[config.mk]
export PLATFORM = sky130hd
export DESIGN_NAME = mem_arbiter_flat
export DESIGN_NICKNAME = d
export VERILOG_FILES = /design/src/rtl/mem_arbiter_if.sv /design/src/rtl/mem_arbiter.sv /design/src/flat_wrapper.sv
export SDC_FILE = /design/constraint.sdc
export NUM_CORES = 1
export LEC_CHECK = 0
export CAP_MARGIN = 40
export CORE_ASPECT_RATIO = 1.1
export CORE_UTILIZATION = 29
export DETAILED_ROUTE_END_ITERATION = 6
export PLACE_DENSITY = 0.8
export SLEW_MARGIN = 5
export SYNTH_ARGS = -nofsm -noshare
export SYNTH_HDL_FRONTEND = slang
export SYNTH_SLANG_ARGS = --single-unit
[constraint.sdc]
create_clock -name clk -period 2.5 [get_ports clk]
set_input_delay 0.5 -clock clk [delete_from_list [all_inputs] [get_ports clk]]
set_output_delay 0.5 -clock clk [all_outputs]
set_load 0.005 [all_outputs]
[src/rtl/mem_arbiter_if.sv]
// One requester port of the memory arbiter: request/lock/access fields towards the
// arbiter, grant and registered read-return back to the requester.
interface mem_arbiter_if #(
   parameter int DATA_WIDTH = 8,
   parameter int ADDR_WIDTH = 8
);
   logic                  req;
   logic                  lock;
   logic [ADDR_WIDTH-1:0] addr;
   logic [DATA_WIDTH-1:0] din;
   logic                  we;
   logic                  mmio;
   logic                  gnt;
   logic                  rvalid;
   logic [DATA_WIDTH-1:0] rdata;

   modport master (
      output req, lock, addr, din, we, mmio,
      input  gnt, rvalid, rdata
   );

   modport slave (
      input  req, lock, addr, din, we, mmio,
      output gnt, rvalid, rdata
   );
endinterface

[src/rtl/mem_arbiter.sv]
// Two-port arbiter for the shared memory/MMIO bus: grant and mem_* are same-cycle, read data
// returns 1 cycle after grant; a losing requester just holds req. MEM_ARB_ROUND_ROBIN_EN selects round-robin contention.
module mem_arbiter #(
   parameter int DATA_WIDTH = 8,
   parameter int ADDR_WIDTH = 8,
   parameter int LOCK_MAX   = 4
) (
   input  logic                  clk,
   input  logic                  rst,
   mem_arbiter_if.slave          a,
   mem_arbiter_if.slave          b,
   output logic [ADDR_WIDTH-1:0] mem_addr,
   output logic [DATA_WIDTH-1:0] mem_din,
   output logic                  mem_we,
   output logic                  mem_mmio,
   input  logic [DATA_WIDTH-1:0] mem_dout
);

   typedef enum logic [1:0] {
      IDLE   = 2'd0,
      LOCK_A = 2'd1,
      LOCK_B = 2'd2
   } state_t;

   localparam logic [3:0] LOCK_MAX_C = 4'(LOCK_MAX);

   state_t     state_q, state_d;
   logic [3:0] lock_cnt_q, lock_cnt_d;
   logic       prio_vld_q, prio_vld_d;
   logic       prio_b_q, prio_b_d;
   logic       a_rvalid_q, b_rvalid_q;
   logic       gnt_a, gnt_b;
   logic       contend_b;
   logic       rr_pick_b;
   logic       own_lock;
   logic       win_lock;
   logic [3:0] cnt_inc;

`ifdef MEM_ARB_ROUND_ROBIN_EN
   logic last_b_q;

   always_ff @(posedge clk or posedge rst) begin
      if (rst) begin
         last_b_q <= 1'b1;
      end else if (gnt_a) begin
         last_b_q <= 1'b0;
      end else if (gnt_b) begin
         last_b_q <= 1'b1;
      end
   end

   assign rr_pick_b = ~last_b_q;
`else
   assign rr_pick_b = 1'b0;
`endif

   // A forced lock expiry overrides the normal contention rule exactly once.
   assign contend_b = prio_vld_q ? prio_b_q : rr_pick_b;
   assign own_lock  = (state_q == LOCK_A) ? a.lock : b.lock;
   assign win_lock  = (gnt_a & a.lock) | (gnt_b & b.lock);
   assign cnt_inc   = lock_cnt_q + 4'd1;

   always_ff @(posedge clk or posedge rst) begin
      if (rst) begin
         state_q    <= IDLE;
         lock_cnt_q <= '0;
         prio_vld_q <= 1'b0;
         prio_b_q   <= 1'b0;
      end else begin
         state_q    <= state_d;
         lock_cnt_q <= lock_cnt_d;
         prio_vld_q <= prio_vld_d;
         prio_b_q   <= prio_b_d;
      end
   end

   always_comb begin
      state_d    = state_q;
      lock_cnt_d = lock_cnt_q;
      prio_vld_d = prio_vld_q;
      prio_b_d   = prio_b_q;
      case (state_q)
         LOCK_A, LOCK_B: begin
            // lock_cnt counts every held cycle, granted or not.
            if (!own_lock) begin
               state_d    = IDLE;
               lock_cnt_d = '0;
            end else if (cnt_inc >= LOCK_MAX_C) begin
               state_d    = IDLE;
               lock_cnt_d = '0;
               prio_vld_d = 1'b1;
               prio_b_d   = (state_q == LOCK_A);
            end else begin
               lock_cnt_d = cnt_inc;
            end
         end
         default: begin
            state_d    = IDLE;
            lock_cnt_d = '0;
            if (a.req && b.req) begin
               prio_vld_d = 1'b0;
            end
            if (win_lock) begin
               if (LOCK_MAX_C == 4'd1) begin
                  prio_vld_d = 1'b1;
                  prio_b_d   = gnt_a;
               end else begin
                  state_d    = gnt_a ? LOCK_A : LOCK_B;
                  lock_cnt_d = 4'd1;
               end
            end
         end
      endcase
   end

   always_comb begin
      gnt_a = 1'b0;
      gnt_b = 1'b0;
      case (state_q)
         LOCK_A: gnt_a = a.req;
         LOCK_B: gnt_b = b.req;
         default: begin
            if (a.req && b.req) begin
               gnt_b = contend_b;
               gnt_a = ~contend_b;
            end else begin
               gnt_a = a.req;
               gnt_b = b.req;
            end
         end
      endcase
      // Reset must silence the bus immediately, not at the next edge.
      if (rst) begin
         gnt_a = 1'b0;
         gnt_b = 1'b0;
      end
      mem_we   = 1'b0;
      mem_addr = '0;
      mem_din  = '0;
      mem_mmio = 1'b0;
      if (gnt_a) begin
         mem_we   = a.we;
         mem_addr = a.addr;
         mem_din  = a.din;
         mem_mmio = a.mmio;
      end else if (gnt_b) begin
         mem_we   = b.we;
         mem_addr = b.addr;
         mem_din  = b.din;
         mem_mmio = b.mmio;
      end
   end

   always_ff @(posedge clk or posedge rst) begin
      if (rst) begin
         a_rvalid_q <= 1'b0;
         b_rvalid_q <= 1'b0;
      end else begin
         a_rvalid_q <= gnt_a & ~a.we;
         b_rvalid_q <= gnt_b & ~b.we;
      end
   end

   assign a.gnt    = gnt_a;
   assign b.gnt    = gnt_b;
   assign a.rvalid = a_rvalid_q;
   assign b.rvalid = b_rvalid_q;
   assign a.rdata  = a_rvalid_q ? mem_dout : '0;
   assign b.rdata  = b_rvalid_q ? mem_dout : '0;

endmodule

[src/flat_wrapper.sv]
// flat-port wrapper written by rule: the top's interface ports become plain ports
module mem_arbiter_flat 
#(
   parameter int DATA_WIDTH = 8,
   parameter int ADDR_WIDTH = 8,
   parameter int LOCK_MAX   = 4
)
  (clk, rst, mem_addr, mem_din, mem_we, mem_mmio, mem_dout, a_req, a_lock, a_addr, a_din, a_we, a_mmio, a_gnt, a_rvalid, a_rdata, b_req, b_lock, b_addr, b_din, b_we, b_mmio, b_gnt, b_rvalid, b_rdata);
  mem_arbiter_if #(.DATA_WIDTH(DATA_WIDTH), .ADDR_WIDTH(ADDR_WIDTH)) a_i ();
  mem_arbiter_if #(.DATA_WIDTH(DATA_WIDTH), .ADDR_WIDTH(ADDR_WIDTH)) b_i ();
  input  logic clk;
  input  logic rst;
  output logic [ADDR_WIDTH-1:0] mem_addr;
  output logic [DATA_WIDTH-1:0] mem_din;
  output logic mem_we;
  output logic mem_mmio;
  input  logic [DATA_WIDTH-1:0] mem_dout;
  input wire logic [$bits(a_i.req)-1:0] a_req;
  input wire logic [$bits(a_i.lock)-1:0] a_lock;
  input wire logic [$bits(a_i.addr)-1:0] a_addr;
  input wire logic [$bits(a_i.din)-1:0] a_din;
  input wire logic [$bits(a_i.we)-1:0] a_we;
  input wire logic [$bits(a_i.mmio)-1:0] a_mmio;
  output wire logic [$bits(a_i.gnt)-1:0] a_gnt;
  output wire logic [$bits(a_i.rvalid)-1:0] a_rvalid;
  output wire logic [$bits(a_i.rdata)-1:0] a_rdata;
  input wire logic [$bits(b_i.req)-1:0] b_req;
  input wire logic [$bits(b_i.lock)-1:0] b_lock;
  input wire logic [$bits(b_i.addr)-1:0] b_addr;
  input wire logic [$bits(b_i.din)-1:0] b_din;
  input wire logic [$bits(b_i.we)-1:0] b_we;
  input wire logic [$bits(b_i.mmio)-1:0] b_mmio;
  output wire logic [$bits(b_i.gnt)-1:0] b_gnt;
  output wire logic [$bits(b_i.rvalid)-1:0] b_rvalid;
  output wire logic [$bits(b_i.rdata)-1:0] b_rdata;
  assign a_i.req = a_req;
  assign a_i.lock = a_lock;
  assign a_i.addr = a_addr;
  assign a_i.din = a_din;
  assign a_i.we = a_we;
  assign a_i.mmio = a_mmio;
  assign a_gnt = a_i.gnt;
  assign a_rvalid = a_i.rvalid;
  assign a_rdata = a_i.rdata;
  assign b_i.req = b_req;
  assign b_i.lock = b_lock;
  assign b_i.addr = b_addr;
  assign b_i.din = b_din;
  assign b_i.we = b_we;
  assign b_i.mmio = b_mmio;
  assign b_gnt = b_i.gnt;
  assign b_rvalid = b_i.rvalid;
  assign b_rdata = b_i.rdata;
  mem_arbiter #(.DATA_WIDTH(DATA_WIDTH), .ADDR_WIDTH(ADDR_WIDTH), .LOCK_MAX(LOCK_MAX)) u_core (.clk(clk), .rst(rst), .a(a_i), .b(b_i), .mem_addr(mem_addr), .mem_din(mem_din), .mem_we(mem_we), .mem_mmio(mem_mmio), .mem_dout(mem_dout));
endmodule
==> reports/summary.md <==
The clock transition at the registers of the reported paths is 0.07 ns. The count of routing violations after the opening detailed-route iteration came out at 22. The tools report the die area as 3262 um^2. For the count of final max-slew check failures, the log shows 0.

The final period utilization was 1.014. Setup repair after global routing could not meet its margin everywhere. The number of search-and-repair iterations in the first detailed-routing pass is 4.

Startpoint type of the worst setup path: a flip-flop. For the synthesis warning total, the log shows 0. For the final standard cell utilization of the core, the log shows 0.7031. For the summed negative setup slack over all endpoints, the log shows -0.1649 ns. The floorplan has 20 rows. Counting the buffers created by CTS gives 3. For this run, the number of standard cells in the final layout without fillers is 234. For this run, design rule violations remaining after detail routing come to 0. CTS H-tree depth: 1.

The number of sinks driven by the clock tree came out at 10. In this run the deepest clock path goes through 2 buffers. Signal routing reaches up to met4. The logs give 0.3946 GHz for the maximum clock rate and 0.27 ns for the worst-skew pair later-pin latency. The worst hold path belongs to the class in -> async. Setup violations remaining at the end of the flow were counted as 10. For the proportion of synthesized chip area in sequential cells, the log shows 0.2841.

In this run, distinct cell masters in the synthesized netlist total 30. Horizontal extent of the die: 54.55 um. Critical path start-end classification: reg -> out.

The number of register bits inferred by synthesis was 10. The largest net degree at the start of global routing was 12. In this run the power density over the cells is 313.9 nW/um^2. In the routed layout, each cell is associated on average with a via count of 4.987. After detailed routing, the average wire length per cell comes to 15.47 um.

The final reports fail on setup timing. The biggest area contributor in the post-synthesis netlist is dfrtp_1. Sorting the synthesized cells by area gives the leading types as dfrtp_1 (28%), a22o_1 (20%), and2_1 (13%). The hold violation count in the final report was 0; the maximum net fanout on the critical path was 5. For this block, the via count after detailed routing is 1167. The net count of the finished layout is 255. The worst setup path is captured at a primary output. The first global-routing pass estimated 5119 um of wire. The post-synthesis instance area was 880.8 um^2. The floorplan step set the die height to 59.80 um. Leaving out fill and tap cells, the most frequent cell in the layout is clkdlybuf4s50_1. The logs give 0.0008240 ns for the worst setup skew after layout and 2828 um^2 for the area of the core. The run gives 1090 as the via count of the first global-routing pass. Synthesis produced a netlist whose cell count is 91.

The average size of a mapped cell is 9.680 um^2. TritonCTS built the clock tree. In this run the clock root is driven by a clkbuf_4. IR analysis of the VDD net gives a maximum drop of 0.2920 mV. The clock period minus final worst setup slack is 2.534 ns.

Leaving out fill and tap cells, the most frequent cells in the layout are clkdlybuf4s50_1 (64), a22o_1 (20), buf_2 (18). The area growth from synthesis to layout is 125.7%. The starting density of the core was 0.3115; the critical path data arrival time was 2.03 ns. The worst path required time is 2.00 ns.

The HPWL after detailed placement is 2621 um. The routed length on met3 was 432 um; the number of top-level design ports was 88. The detailed router put a total of 1334 um of wire on met1. The analysis attributes to cell leakage a power of 0.9117 nW. The run gives 0 as the number of antenna violations at the first check in global routing.

The count of nets left with antenna violations once routing finished came out at 0. The share of post-route cells with drive strength above 1 was 0.3035. The flow ran to the end, but the final reports show violations.

The fraction of post-synthesis cell area in the top cell type by area was 0.2841. The final routed wirelength across all metal layers is 3619 um. The number of antenna diodes was 0; the port buffer count was 87.

Global route total overflow: 0. Summed over all nets, wire length on met2 after detailed routing comes to 1820 um. The tools report the overall track demand over capacity in global routing as 0.2215.

The run gives -0.03409 ns as the final worst setup slack. Across the run, the number of max-cap violations was 0. Counting tap cells, the placed design contains a total of 223 instances. Routability-driven placement finished with a final weighted congestion of 0.8741.
==> path summary, 6_finish.rpt <==
kind                                          startpoint                              to  slack [ns]  depth (start not counted)
max                        u_core.state_q[1]$_DFFE_PP0P_                     mem_addr[3]       -0.03                          8
min                                                  rst       u_core.a.rvalid$_DFF_PP0_        0.26                          2
max reg2reg                u_core.state_q[0]$_DFFE_PP0P_  u_core.lock_cnt_q[0]$_DFF_PP0_        0.62                          9
min reg2reg                u_core.prio_vld_q$_DFFE_PP0P_   u_core.prio_vld_q$_DFFE_PP0P_        0.61                          2
max in group asynchronous                            rst       u_core.b.rvalid$_DFF_PP0_        1.95                          2
min in group clk                                   a_req       u_core.a.rvalid$_DFF_PP0_        0.61                          3
==> flip-flops by register name (all words and copies together), names as in the netlist <==
name	cells
u_core.lock_cnt_q	4
u_core.state_q	2
u_core.a.rvalid	1
u_core.b.rvalid	1
u_core.prio_b_q	1
u_core.prio_vld_q	1
==> per-layer routing <==
layer	track usage	vias up
li1	-	558
met1	0.2396	533
met2	0.4077	72
met3	0.04835	4
met4	0.08059	0
met5	0	-
==> cell families (layout without fill, tap and decap cells) <==
kind of cell               count (synthesis)  after routing  synth area share
DFF                                       10             10            0.2841
and+or+nand+nor                           38             38            0.2685
adders and majority gates                  3              3           0.04262
other                                      1              2          0.004257
buffers and inverters                      8            117           0.05397
muxes                                      2              2           0.02415
AOI/OAI and AO/OA                         29             29            0.3224
==> cell type report <==
| type | count | area [um^2] |
|---|---|---|
| Clock buffer | 4 | 36.28 |
| Fill cell | 229 | 839.6 |
| Inverter | 4 | 15.01 |
| Multi-Input combinational cell | 74 | 634.4 |
| Sequential cell | 10 | 250.2 |
| Tap cell | 33 | 41.29 |
| Timing Repair Buffer | 109 | 1011 |
==> power breakdown <==
part | switching [W] | total (W) | internal [W]
Clock | 0.0000639 | 0.000152 | 0.0000885
Combinational | 0.000101 | 0.000282 | 0.000181
Sequential | 0.0000165 | 0.000190 | 0.000173
==> repair_timing <==
item,4_1_cts,5_1_grt
setup endpoints to repair,20,18
pin swaps,6,12
hold buffers,0,0
gates cloned,2,1
buffers inserted,3,5
gates resized for setup,88,10
==> worst max-delay path: stages (launching register included) <==
cell     delay (ns)
dfrtp_1        0.42
ha_4           0.31
buf_4          0.11
and4_4         0.25
nor3_4         0.06
buf_12         0.13
buf_12         0.12
a22o_1         0.23
buf_2          0.13
==> synthesized netlist by cell type <==
library cell   n
a32o_1         1
nand2_1        7
nand2b_2       1
a21bo_2        1
mux2_2         1
nand3b_1       1
o21ai_1        1
nor3_2         1
ha_1           3
dfrtp_1       10
nor2_1         2
buf_6          2
nor4_1         1
mux2i_1        1
and2_1        18
nor2_8         1
a311oi_2       1
buf_2          2
a41oi_1        1
nor3_1         2
a21oi_1        1
inv_1          4
a211oi_4       1
nand2b_1       1
a22o_1        20
conb_1         1
and4_1         1
o2bb2ai_1      1
nor2b_1        2
o311ai_4       1
==> stage by stage <==
stage,hold slack (ns),total power (W),instance area [um^2],worst slack [ns]
6_report,0.2624,0.0006241,1988,-0.03409
5_1_grt,0.2820,0.0006591,1988,-0.1057
4_1_cts,0.5875,0.0006280,1988,-0.1543
3_5_place_dp,0.5741,0.0004600,1902,-0.4276
3_3_place_gp,0.5596,0.0004539,1902,-0.4139
2_1_floorplan,0.3402,0.0002807,884.6,0.2663
Power figures use the tool's default switching activity.
